$ cat config.mk
export PLATFORM = sky130hd
export DESIGN_NAME = instruction_fetch_unit
export DESIGN_NICKNAME = d
export VERILOG_FILES = /design/src/rtl/instruction_fetch_unit_pkg.sv /design/src/rtl/instruction_fetch_unit_prefetch_fifo.sv /design/src/rtl/instruction_fetch_unit.sv
export SDC_FILE = /design/constraint.sdc
export NUM_CORES = 1
export LEC_CHECK = 0
export ABC_CLOCK_PERIOD_IN_PS = 1440
export CAP_MARGIN = 30
export CORE_MARGIN = 5
export CORE_UTILIZATION = 39
export CTS_CLUSTER_DIAMETER = 150
export DETAILED_ROUTE_END_ITERATION = 16
export MAX_ROUTING_LAYER = met4
export PLACE_DENSITY = 0.83
export SYNTH_ARGS = -nofsm -noshare
export SYNTH_HDL_FRONTEND = slang
export SYNTH_SLANG_ARGS = --single-unit
$ cat constraint.sdc
create_clock -name clk -period 1.44 [get_ports clk]
set_input_delay 0.144 -clock clk [delete_from_list [all_inputs] [get_ports clk]]
set_output_delay 0.144 -clock clk [all_outputs]
set_load 0.01 [all_outputs]
$ cat src/rtl/instruction_fetch_unit_pkg.sv
// Shared definitions for the instruction fetch unit: word/address widths,
// reset vector default and fetch FSM state encodings.
package instruction_fetch_unit_pkg;

  localparam int          IFU_DATA_LENGTH    = 16;
  localparam int          IFU_ADDRESS_LENGTH = 16;
  localparam int unsigned IFU_RESET_VECTOR   = 32'h0;

  typedef enum logic [1:0] {
    IFU_REQ    = 2'd0,
    IFU_HOLD   = 2'd1,
    IFU_HALTED = 2'd2
  } ifu_state_e;

endpackage

$ cat src/rtl/instruction_fetch_unit_prefetch_fifo.sv
// Two-entry FIFO holding {pc, word} pairs between instruction RAM and the
// decoder. Only built when IFU_PREFETCH_EN is defined, since nothing else
// instantiates it. Caller never pushes into a full FIFO unless it also pops.
`ifdef IFU_PREFETCH_EN
module ifu_prefetch_fifo #(
  parameter int WIDTH = 32
) (
  input  logic             clk,
  input  logic             rst,
  input  logic             push,
  input  logic             pop,
  input  logic             flush,
  input  logic [WIDTH-1:0] wdata,
  output logic [WIDTH-1:0] rdata,
  output logic [1:0]       count,
  output logic             empty
);

  logic [1:0][WIDTH-1:0] mem_q, mem_d;
  logic                  rd_q, rd_d, wr_q, wr_d;
  logic [1:0]            cnt_q, cnt_d;
  logic                  do_pop;

  // Pointer/count update; flush wins over push and pop in the same cycle.
  always_comb begin
    mem_d  = mem_q;
    rd_d   = rd_q;
    wr_d   = wr_q;
    cnt_d  = cnt_q;
    do_pop = pop & (cnt_q != 2'd0);
    if (flush) begin
      rd_d  = 1'b0;
      wr_d  = 1'b0;
      cnt_d = 2'd0;
    end else begin
      if (push) begin
        mem_d[wr_q] = wdata;
        wr_d        = ~wr_q;
      end
      if (do_pop) rd_d = ~rd_q;
      cnt_d = cnt_q + {1'b0, push} - {1'b0, do_pop};
    end
  end

  // Storage and pointer registers.
  always_ff @(posedge clk) begin
    if (rst) begin
      mem_q <= '0;
      rd_q  <= 1'b0;
      wr_q  <= 1'b0;
      cnt_q <= 2'd0;
    end else begin
      mem_q <= mem_d;
      rd_q  <= rd_d;
      wr_q  <= wr_d;
      cnt_q <= cnt_d;
    end
  end

  assign rdata = mem_q[rd_q];
  assign count = cnt_q;
  assign empty = (cnt_q == 2'd0);

endmodule
`endif

$ cat src/rtl/instruction_fetch_unit.sv
// Instruction fetch unit: owns the PC, issues req/ack reads to instruction
// RAM and offers fetched words to the decoder over valid/ready. Handles
// redirects (jumps) and halt requests from execute.
// IFU_PREFETCH_EN defined: 2-entry prefetch FIFO, up to 1 instr/cycle.
// Undefined: single holding register, REQ/HOLD/HALTED FSM, 1 instr/2 cycles.
module instruction_fetch_unit
  import instruction_fetch_unit_pkg::*;
#(
  parameter int          dataLength    = IFU_DATA_LENGTH,
  parameter int          addressLength = IFU_ADDRESS_LENGTH,
  parameter int unsigned resetVector   = IFU_RESET_VECTOR
) (
  input  logic                     clk,
  input  logic                     rst,
  output logic [addressLength-1:0] mem_addr,
  output logic                     mem_rd,
  input  logic                     mem_ack,
  input  logic [dataLength-1:0]    mem_data,
  output logic [dataLength-1:0]    instr_out,
  output logic [addressLength-1:0] instr_pc,
  output logic                     instr_valid,
  input  logic                     instr_ready,
  input  logic                     redirect,
  input  logic [addressLength-1:0] redirect_addr,
  input  logic                     halt,
  output logic                     halted
);

  ifu_state_e               state_q, state_d;
  logic [addressLength-1:0] pc_q, pc_d;
  logic                     mem_rd_q, mem_rd_d;

`ifdef IFU_PREFETCH_EN
  localparam int W = dataLength + addressLength;

  logic         push, pop, flush, f_empty;
  logic [1:0]   f_count;
  logic [W-1:0] f_head;

  ifu_prefetch_fifo #(.WIDTH(W)) u_fifo (
    .clk   (clk),
    .rst   (rst),
    .push  (push),
    .pop   (pop),
    .flush (flush),
    .wdata ({pc_q, mem_data}),
    .rdata (f_head),
    .count (f_count),
    .empty (f_empty)
  );

  // State register.
  always_ff @(posedge clk) begin
    if (rst) begin
      state_q  <= IFU_REQ;
      pc_q     <= addressLength'(resetVector);
      mem_rd_q <= 1'b0;
    end else begin
      state_q  <= state_d;
      pc_q     <= pc_d;
      mem_rd_q <= mem_rd_d;
    end
  end

  // Next state: keep requesting while the FIFO has room after this cycle.
  always_comb begin
    state_d  = state_q;
    pc_d     = pc_q;
    mem_rd_d = 1'b0;
    push     = 1'b0;
    flush    = 1'b0;
    pop      = ~f_empty & instr_ready;
    if (redirect) begin
      flush   = 1'b1;
      pc_d    = redirect_addr;
      state_d = IFU_REQ;
    end else if (state_q == IFU_REQ) begin
      if (halt) begin
        state_d = IFU_HALTED;
      end else begin
        push = mem_rd_q & mem_ack;
        if (push) pc_d = pc_q + addressLength'(1);
        mem_rd_d = !((f_count == 2'd2 && !pop) ||
                     (f_count == 2'd1 && push && !pop));
      end
    end
  end

  // Outputs: decoder sees the FIFO head; halted once queued work drained.
  always_comb begin
    mem_rd                = mem_rd_q;
    mem_addr              = pc_q;
    instr_valid           = ~f_empty;
    {instr_pc, instr_out} = f_head;
    halted                = (state_q == IFU_HALTED) && f_empty;
  end

`else
  logic [dataLength-1:0]    instr_q, instr_d;
  logic [addressLength-1:0] ipc_q, ipc_d;
  logic                     valid_q, valid_d, halted_q, halted_d;
  logic                     take, xfer;

  // An ack only counts while our request is actually on the bus.
  assign take = mem_rd_q & mem_ack;
  assign xfer = valid_q & instr_ready;

  // State register.
  always_ff @(posedge clk) begin
    if (rst) begin
      state_q  <= IFU_REQ;
      pc_q     <= addressLength'(resetVector);
      mem_rd_q <= 1'b0;
      instr_q  <= '0;
      ipc_q    <= '0;
      valid_q  <= 1'b0;
      halted_q <= 1'b0;
    end else begin
      state_q  <= state_d;
      pc_q     <= pc_d;
      mem_rd_q <= mem_rd_d;
      instr_q  <= instr_d;
      ipc_q    <= ipc_d;
      valid_q  <= valid_d;
      halted_q <= halted_d;
    end
  end

  // Next state: redirect > halt > ack/transfer.
  always_comb begin
    state_d  = state_q;
    pc_d     = pc_q;
    mem_rd_d = mem_rd_q;
    instr_d  = instr_q;
    ipc_d    = ipc_q;
    valid_d  = valid_q;
    halted_d = halted_q;
    if (redirect) begin
      // Flush; any ack this cycle is dropped and the bus idles one cycle.
      state_d  = IFU_REQ;
      pc_d     = redirect_addr;
      mem_rd_d = 1'b0;
      valid_d  = 1'b0;
      halted_d = 1'b0;
    end else begin
      case (state_q)
        IFU_REQ: begin
          if (halt) begin
            state_d  = IFU_HALTED;
            mem_rd_d = 1'b0;
            halted_d = 1'b1;
          end else if (take) begin
            instr_d  = mem_data;
            ipc_d    = pc_q;
            pc_d     = pc_q + addressLength'(1);
            valid_d  = 1'b1;
            mem_rd_d = 1'b0;
            state_d  = IFU_HOLD;
          end else begin
            mem_rd_d = 1'b1;
          end
        end
        IFU_HOLD: begin
          // Halt is honoured at the instruction boundary, i.e. on transfer.
          if (xfer) begin
            valid_d = 1'b0;
            if (halt) begin
              state_d  = IFU_HALTED;
              halted_d = 1'b1;
            end else begin
              state_d  = IFU_REQ;
              mem_rd_d = 1'b1;
            end
          end
        end
        IFU_HALTED: ;
        default: state_d = IFU_REQ;
      endcase
    end
  end

  // Outputs straight from the registers.
  always_comb begin
    mem_rd      = mem_rd_q;
    mem_addr    = pc_q;
    instr_out   = instr_q;
    instr_pc    = ipc_q;
    instr_valid = valid_q;
    halted      = halted_q;
  end
`endif

endmodule

==> flow_metrics.py, run 1 <==
metrics = {
    "timing": {
        "totalNegativeSetupSlack_ns": -2.35,
        "tightest_slew_ns": 0.463,
        "max_freq_mhz": 641,
        "postLayoutSetupSlackWorst_ns": -0.119,
        "final-max-slew-violation-count": 0,
        "finalClockSkew_ns": 0.00787,
        "unrepaired_setup_endpoints_after_global_routing": "true",
        "hold_viol_final": 0,
        "setup_viol_count_final": 31,
        "period_minus_slack_ns": 1.56,
        "final.period_utilization_pct": 108,
        "max_slew_headroom_pct": 68.7,
    },
    "cells_and_area": {
        "layout-drive-gt1-share_pct": 22.1,
        "n_fill_cell": 443,
        "seq_area_um2": 1080,
        "final_net_count": 418,
        "layout.cell_area.non_filler_um2": 3930,
        "n_antenna_cell": 0,
        "multi_input_logic_area_um2": 1280,
        "area.growth.synth_to_final_pct": 69.4,
    },
    "global_route": {
        "global_route.overflow_total": 0,
        "global_route.usage.total_pct": 18.9,
        "initial_antenna_violation_count": 0,
        "grt_max_degree": 26,
        "wire_length_of_the_first_global_routing_pass_um": 11200,
        "vias_in_the_first_global_route": 2373,
    },
    "synth": {
        "synth.net_count": 289,
        "netlist_instances": 250,
        "syn-cell-area_um2": 2320,
        "yosys_register_bits": 53,
        "post_synth_num_cell_types": 41,
        "synth_area_per_cell_um2": 9.28,
        "sequential_share_of_the_synthesized_area_pct": 45.7,
        "synth_async_reset_ratio_pct": 0,
        "synth_edf_count": 0,
        "ys_warn_count": 0,
        "yosys_most_used_dff": "sky130_fd_sc_hd__dfxtp_1",
    },
    "worst_setup_path": {
        "crit_type": "reg2reg",
        "critical_path_arrival_ns": 1.78,
        "startpoint_type": "flop",
        "setup.worst_path.end_class": "flop",
        "timing.critical_path.fanout_max": 5,
        "crit_required_ns": 1.66,
    },
    "floorplan": {
        "die_footprint_um2": 7590,
        "floorplan.initialDensity_pct": 39.6,
        "floorplan.io_pins": 89,
        "fp-row-count": 28,
        "core_um2": 5850,
        "die_height_um": 87.1,
        "die_width_um": 87.1,
    },
    "placed_design": {
        "detailed_place.area_um2": 3540,
        "port_buffers": 88,
        "hpwlAfterDp_um": 4920,
        "place.gp.congestion": 0.831,
    },
    "power_and_ir_drop": {
        "cellLeakagePower_nw": 1.53,
        "ir_drop_mv": 0.577,
        "p_total_mw": 3.20,
        "p_per_area_nw_per_um2": 813,
    },
    "clock_network": {
        "ctsHoldBuffers": 0,
        "htree_levels": 2,
        "tritoncts_num_sinks": 53,
        "clock_root_cell": "sky130_fd_sc_hd__clkbuf_8",
        "clk_transition_reported_paths_ns": 0.10,
        "cts_tree": "done",
        "cts-root-to-sink-buffers": 2,
        "clk_latency_ns": 0.30,
        "tritoncts.num_buffers": 5,
    },
    "detailed_routing": {
        "wl_per_cell_um": 16.5,
        "routed_wl_um": 7520,
        "drt_pre_antenna_iters": 4,
        "detail_route.iter0.violations": 88,
        "final_antenna_net_count": 0,
        "post_dr_vias_cell": 5.31,
        "drc": 0,
        "via_count": 2418,
    },
    "run": {
        "timing.max_cap.violations": 0,
    },
    "outcome": {
        "violated_checks": "negative setup slack",
        "run_status": "finished, violations left",
    },
    "hold_path": {
        "hold_path_class": "in2reg",
    },
}
## metal layers
layer	up-vias	track usage, %	share of wire [%]
li1	1152	-	-
met1	1142	21.6	40
met4	0	6.97	2.8
met5	-	-	0
met2	100	31.3	49
met3	24	5.58	7.4
## flip-flops by register name, indices dropped and copies added, names as in the netlist
name	flops
halted	1
state_q	2
mem_rd	1
mem_addr	16
instr_valid	1
instr_out	16
instr_pc	16
## synthesized netlist by cell type, types with 2 or more instances
library cell / number / share of area [%]
sky130_fd_sc_hd__a211oi_1: 11 / 3.6
sky130_fd_sc_hd__nor3_1: 3 / 0.65
sky130_fd_sc_hd__nand3_1: 6 / 1.3
sky130_fd_sc_hd__inv_1: 5 / 0.81
sky130_fd_sc_hd__a311oi_1: 2 / 0.76
sky130_fd_sc_hd__o211ai_1: 2 / 0.65
sky130_fd_sc_hd__buf_4: 4 / 1.3
sky130_fd_sc_hd__clkbuf_1: 10 / 1.6
sky130_fd_sc_hd__nand2_1: 8 / 1.3
sky130_fd_sc_hd__a21oi_1: 5 / 1.1
sky130_fd_sc_hd__o21ai_0: 5 / 1.1
sky130_fd_sc_hd__and4_1: 2 / 0.76
sky130_fd_sc_hd__xnor2_1: 2 / 0.76
sky130_fd_sc_hd__nor2_1: 48 / 7.8
sky130_fd_sc_hd__mux2i_1: 34 / 15
sky130_fd_sc_hd__nor4_1: 7 / 1.9
sky130_fd_sc_hd__o31a_1: 2 / 0.76
sky130_fd_sc_hd__nand4_1: 10 / 2.7
sky130_fd_sc_hd__dfxtp_1: 53 / 46
sky130_fd_sc_hd__xor2_1: 8 / 3.0
sky130_fd_sc_hd__o21bai_1: 2 / 0.65
sky130_fd_sc_hd__and2_1: 2 / 0.54
## worst max-delay path, cell delays in order (launching register included)
cell                       delay, ns
sky130_fd_sc_hd__dfxtp_2        0.34
sky130_fd_sc_hd__and4bb_4       0.37
sky130_fd_sc_hd__nand4_1        0.12
sky130_fd_sc_hd__or4_1          0.44
sky130_fd_sc_hd__a311oi_1       0.21
## placed cells by master, fill, tap and decap left out, types with 4 or more instances in the layout
cell,n
sky130_fd_sc_hd__o21ai_0,5
sky130_fd_sc_hd__nand2_1,8
sky130_fd_sc_hd__nand4_1,10
sky130_fd_sc_hd__a21oi_1,5
sky130_fd_sc_hd__inv_1,5
sky130_fd_sc_hd__buf_6,6
sky130_fd_sc_hd__buf_4,40
sky130_fd_sc_hd__xor2_1,8
sky130_fd_sc_hd__clkdlybuf4s50_1,69
sky130_fd_sc_hd__nor2_1,48
sky130_fd_sc_hd__clkbuf_8,5
sky130_fd_sc_hd__dfxtp_2,6
sky130_fd_sc_hd__nand3_1,5
sky130_fd_sc_hd__dlygate4sd2_1,15
sky130_fd_sc_hd__nor4_4,4
sky130_fd_sc_hd__mux2i_1,32
sky130_fd_sc_hd__a211oi_1,8
sky130_fd_sc_hd__dfxtp_1,44
## where the power goes
part	total [mW]	internal (mW)	switching (mW)	leakage, nW
Sequential	1.54	1.51	0.0297	0.436
Clock	1.17	0.690	0.480	0.0681
Combinational	0.489	0.268	0.221	1.03
## metrics by stage
step / setup WS, ns / utilization, % / instances / hold slack, ns
6_report: -0.119 / 67.2 / 455 / 0.160
5_1_grt: -0.187 / 67.2 / 455 / 0.186
4_1_cts: -0.0542 / 64.1 / 450 / 0.155
3_5_place_dp: -0.398 / 60.5 / 439 / 0.474
3_3_place_gp: -0.318 / 60.5 / 439 / 0.463
2_1_floorplan: -0.138 / - / 250 / 0.291
## kinds of logic (layout without fill, tap and decap cells)
logic type               after synthesis  after routing  share of synthesized area (%)
flip-flops                            53             53                           45.7
multiplexers                          34             34                           14.7
AND/OR/NAND/NOR                       97             97                           20.9
buffers and inverters                 22            152                           4.58
adder cells (fa/ha/maj)                1              1                          0.539
AO/OA/AOI/OAI                         33             33                           9.82
XOR/XNOR                              10             10                           3.78
## what timing repair did
item	CTS	global route
endpoints found under the setup margin	57	50
setup buffers	3	3
resized for setup	32	25
pin swaps	8	18
gates cloned	0	3
## worst paths after layout
| check | start | endpoint | slack [ns] | depth (start not counted) |
|---|---|---|---|---|
| setup / recovery | state_q[1] | mem_addr[14] | -0.12 | 4 |
| setup reg to reg | state_q[1] | mem_addr[14] | -0.12 | 4 |
| hold reg to reg | instr_out[10] | instr_out[10] | 0.50 | 2 |
| hold / removal | rst | instr_pc[14] | 0.16 | 2 |
## cell type report
cell class                      instances  area share (%)
Clock buffer                            5            1.75
Clock inverter                          3            1.66
Inverter                                6           0.573
Timing Repair Buffer                  138            33.5
Multi-Input combinational cell        175            32.6
Tap cell                               75            2.39
Sequential cell                        53            27.5
No activity file was read; power rests on OpenSTA's default activity.
==> inputs of run 2 (changes only) <==
- PLACE_DENSITY: 0.83 -> unset
- PLACE_DENSITY_LB_ADDON: unset -> 0.3
==> flow_metrics.py, run 2 (synthesis results as in run 1) <==
metrics = {
    "outcome": {
        "run_status": "finished, violations left",
        "violated_checks": "negative setup slack",
    },
    "placed_design": {
        "hpwlAfterDp_um": 4500,
        "port_buffers": 88,
        "place.gp.congestion": 0.807,
        "dp_cells": 441,
        "preCtsSetupSlack_ns": -0.374,
    },
    "clock_network": {
        "clk_latency_ns": 0.30,
        "tritoncts.num_buffers": 5,
        "ctsHoldBuffers": 0,
        "clk_transition_reported_paths_ns": 0.09,
        "tritoncts_num_sinks": 53,
        "clock_root_cell": "sky130_fd_sc_hd__clkbuf_8",
        "cts_tree": "done",
        "htree_levels": 2,
        "cts-root-to-sink-buffers": 2,
    },
    "worst_setup_path": {
        "setup.worst_path.end_class": "flop",
        "crit_type": "reg2reg",
        "timing.critical_path.cells": "or2_4 > nor3_4 > buf_6 > clkbuf_16 > mux2i_1 > nor2_1",
        "startpoint_type": "flop",
        "critical-path-slowest-cell": "sky130_fd_sc_hd__dfxtp_2",
        "crit_family": "simple AND/OR/NAND/NOR gates",
        "critical_path_arrival_ns": 1.72,
        "crit_required_ns": 1.64,
        "critical-path-max-stage-delay_ns": 0.35,
        "timing.critical_path.fanout_max": 6,
        "worst-path-buf-inv": 2,
    },
    "global_route": {
        "grt.met1_usage_pct": 19.9,
        "vias_in_the_first_global_route": 2254,
        "globalRouteMet2Util_pct": 27.8,
        "initial_antenna_violation_count": 0,
        "global_route.overflow_total": 0,
        "global_route.usage.total_pct": 16.8,
        "wire_length_of_the_first_global_routing_pass_um": 10000,
        "top_usage_layer": "met2",
        "grt_max_degree": 31,
        "grt.met3_usage_pct": 4.82,
    },
    "timing": {
        "finalClockSkew_ns": 0.00858,
        "period_minus_slack_ns": 1.52,
        "max_freq_mhz": 659,
        "max_slew_headroom_pct": 78.4,
        "final-max-slew-violation-count": 0,
        "final.period_utilization_pct": 105,
        "unrepaired_setup_endpoints_after_global_routing": "true",
        "setup_viol_count_final": 29,
        "hold_viol_final": 0,
        "worst_hold_slack_ns": 0.117,
        "totalNegativeSetupSlack_ns": -1.29,
        "postLayoutSetupSlackWorst_ns": -0.0766,
        "tightest_slew_ns": 0.321,
    },
    "detailed_routing": {
        "drt_pre_antenna_iters": 5,
        "routed_wl_um": 6700,
        "final_antenna_net_count": 0,
        "detail_route.iter0.violations": 73,
        "wl_per_cell_um": 14.7,
        "via_count": 2301,
        "drc": 0,
        "post_dr_vias_cell": 5.04,
    },
    "power_and_ir_drop": {
        "p_per_area_nw_per_um2": 777,
        "ir_drop_mv": 0.393,
        "cellLeakagePower_nw": 1.54,
        "p_total_mw": 3.05,
    },
    "floorplan": {
        "die_height_um": 87.1,
        "fp-row-count": 28,
        "floorplan.initialDensity_pct": 39.6,
        "floorplan.io_pins": 89,
        "die_width_um": 87.1,
        "die_footprint_um2": 7590,
        "core_um2": 5850,
    },
    "cells_and_area": {
        "n_antenna_cell": 0,
        "fin_cells": 457,
        "area.growth.synth_to_final_pct": 69.0,
        "most_frequent_standard_cell_in_the_layout_excluding_fill_and_tap_cells": "sky130_fd_sc_hd__clkdlybuf4s50_1",
        "layout-drive-gt1-share_pct": 23.6,
        "final_cell_mix": "sky130_fd_sc_hd__clkdlybuf4s50_1, sky130_fd_sc_hd__nor2_1, sky130_fd_sc_hd__dfxtp_1, sky130_fd_sc_hd__buf_4, sky130_fd_sc_hd__mux2i_1",
        "final_net_count": 420,
    },
    "run": {
        "timing.max_cap.violations": 0,
    },
    "hold_path": {
        "hold_path_class": "in2reg",
    },
}
-- run 2: worst register-to-register path: stages (launching register included) --
cell and delay (ns):
sky130_fd_sc_hd__dfxtp_2 0.35, sky130_fd_sc_hd__or2_4 0.26, sky130_fd_sc_hd__nor3_4 0.22, sky130_fd_sc_hd__buf_6 0.18, sky130_fd_sc_hd__clkbuf_16 0.16, sky130_fd_sc_hd__mux2i_1 0.20
sky130_fd_sc_hd__nor2_1 0.06
-- run 2: path summary, 6_finish.rpt --
path	start	end	slack (ns)	depth (start not counted)
hold reg to reg	instr_pc[2]	instr_pc[2]	0.50	2
setup reg to reg	state_q[1]	instr_out[12]	-0.08	6
hold / removal	rst	mem_addr[14]	0.12	2
setup / recovery	state_q[1]	instr_out[12]	-0.08	6
-- run 2: area by class of cell --
| cell class | instances | area (um2) |
|---|---|---|
| fill | 449 | 1930 |
| timing repair buffer | 140 | 1340 |
| multi-input combinational | 175 | 1270 |
| sequential | 53 | 1080 |
| tap | 75 | 93.8 |
| clock buffer | 7 | 86.3 |
| clock inverter | 1 | 30.0 |
| inverter | 6 | 22.5 |
-- run 2: power by group --
part           switching, mW  leakage, nW  internal [mW]
clock                  0.460       0.0585          0.567
combinational          0.204         1.05          0.274
sequential            0.0341        0.436           1.51
total                  0.698         1.54           2.35
-- run 2: repair_timing --
item                       CTS  global route
buffers inserted             2             3
setup endpoints to repair   56            46
pin swaps                   11            18
gates cloned                 0             3
gates resized for setup     27            32
-- run 2: layer usage --
metal  vias to the layer above  wire, um
li1                       1152         -
met1                      1066      2990
met2                        73      3210
met3                        10       407
met4                         0        87
met5                         -         0
-- run 2: metrics by stage --
step	util (%)	area, um2
3_5_place_dp	60.8	3560
2_1_floorplan	-	2340
6_report	67.0	3920
3_3_place_gp	60.8	3560
5_1_grt	67.0	3920
4_1_cts	63.5	3720
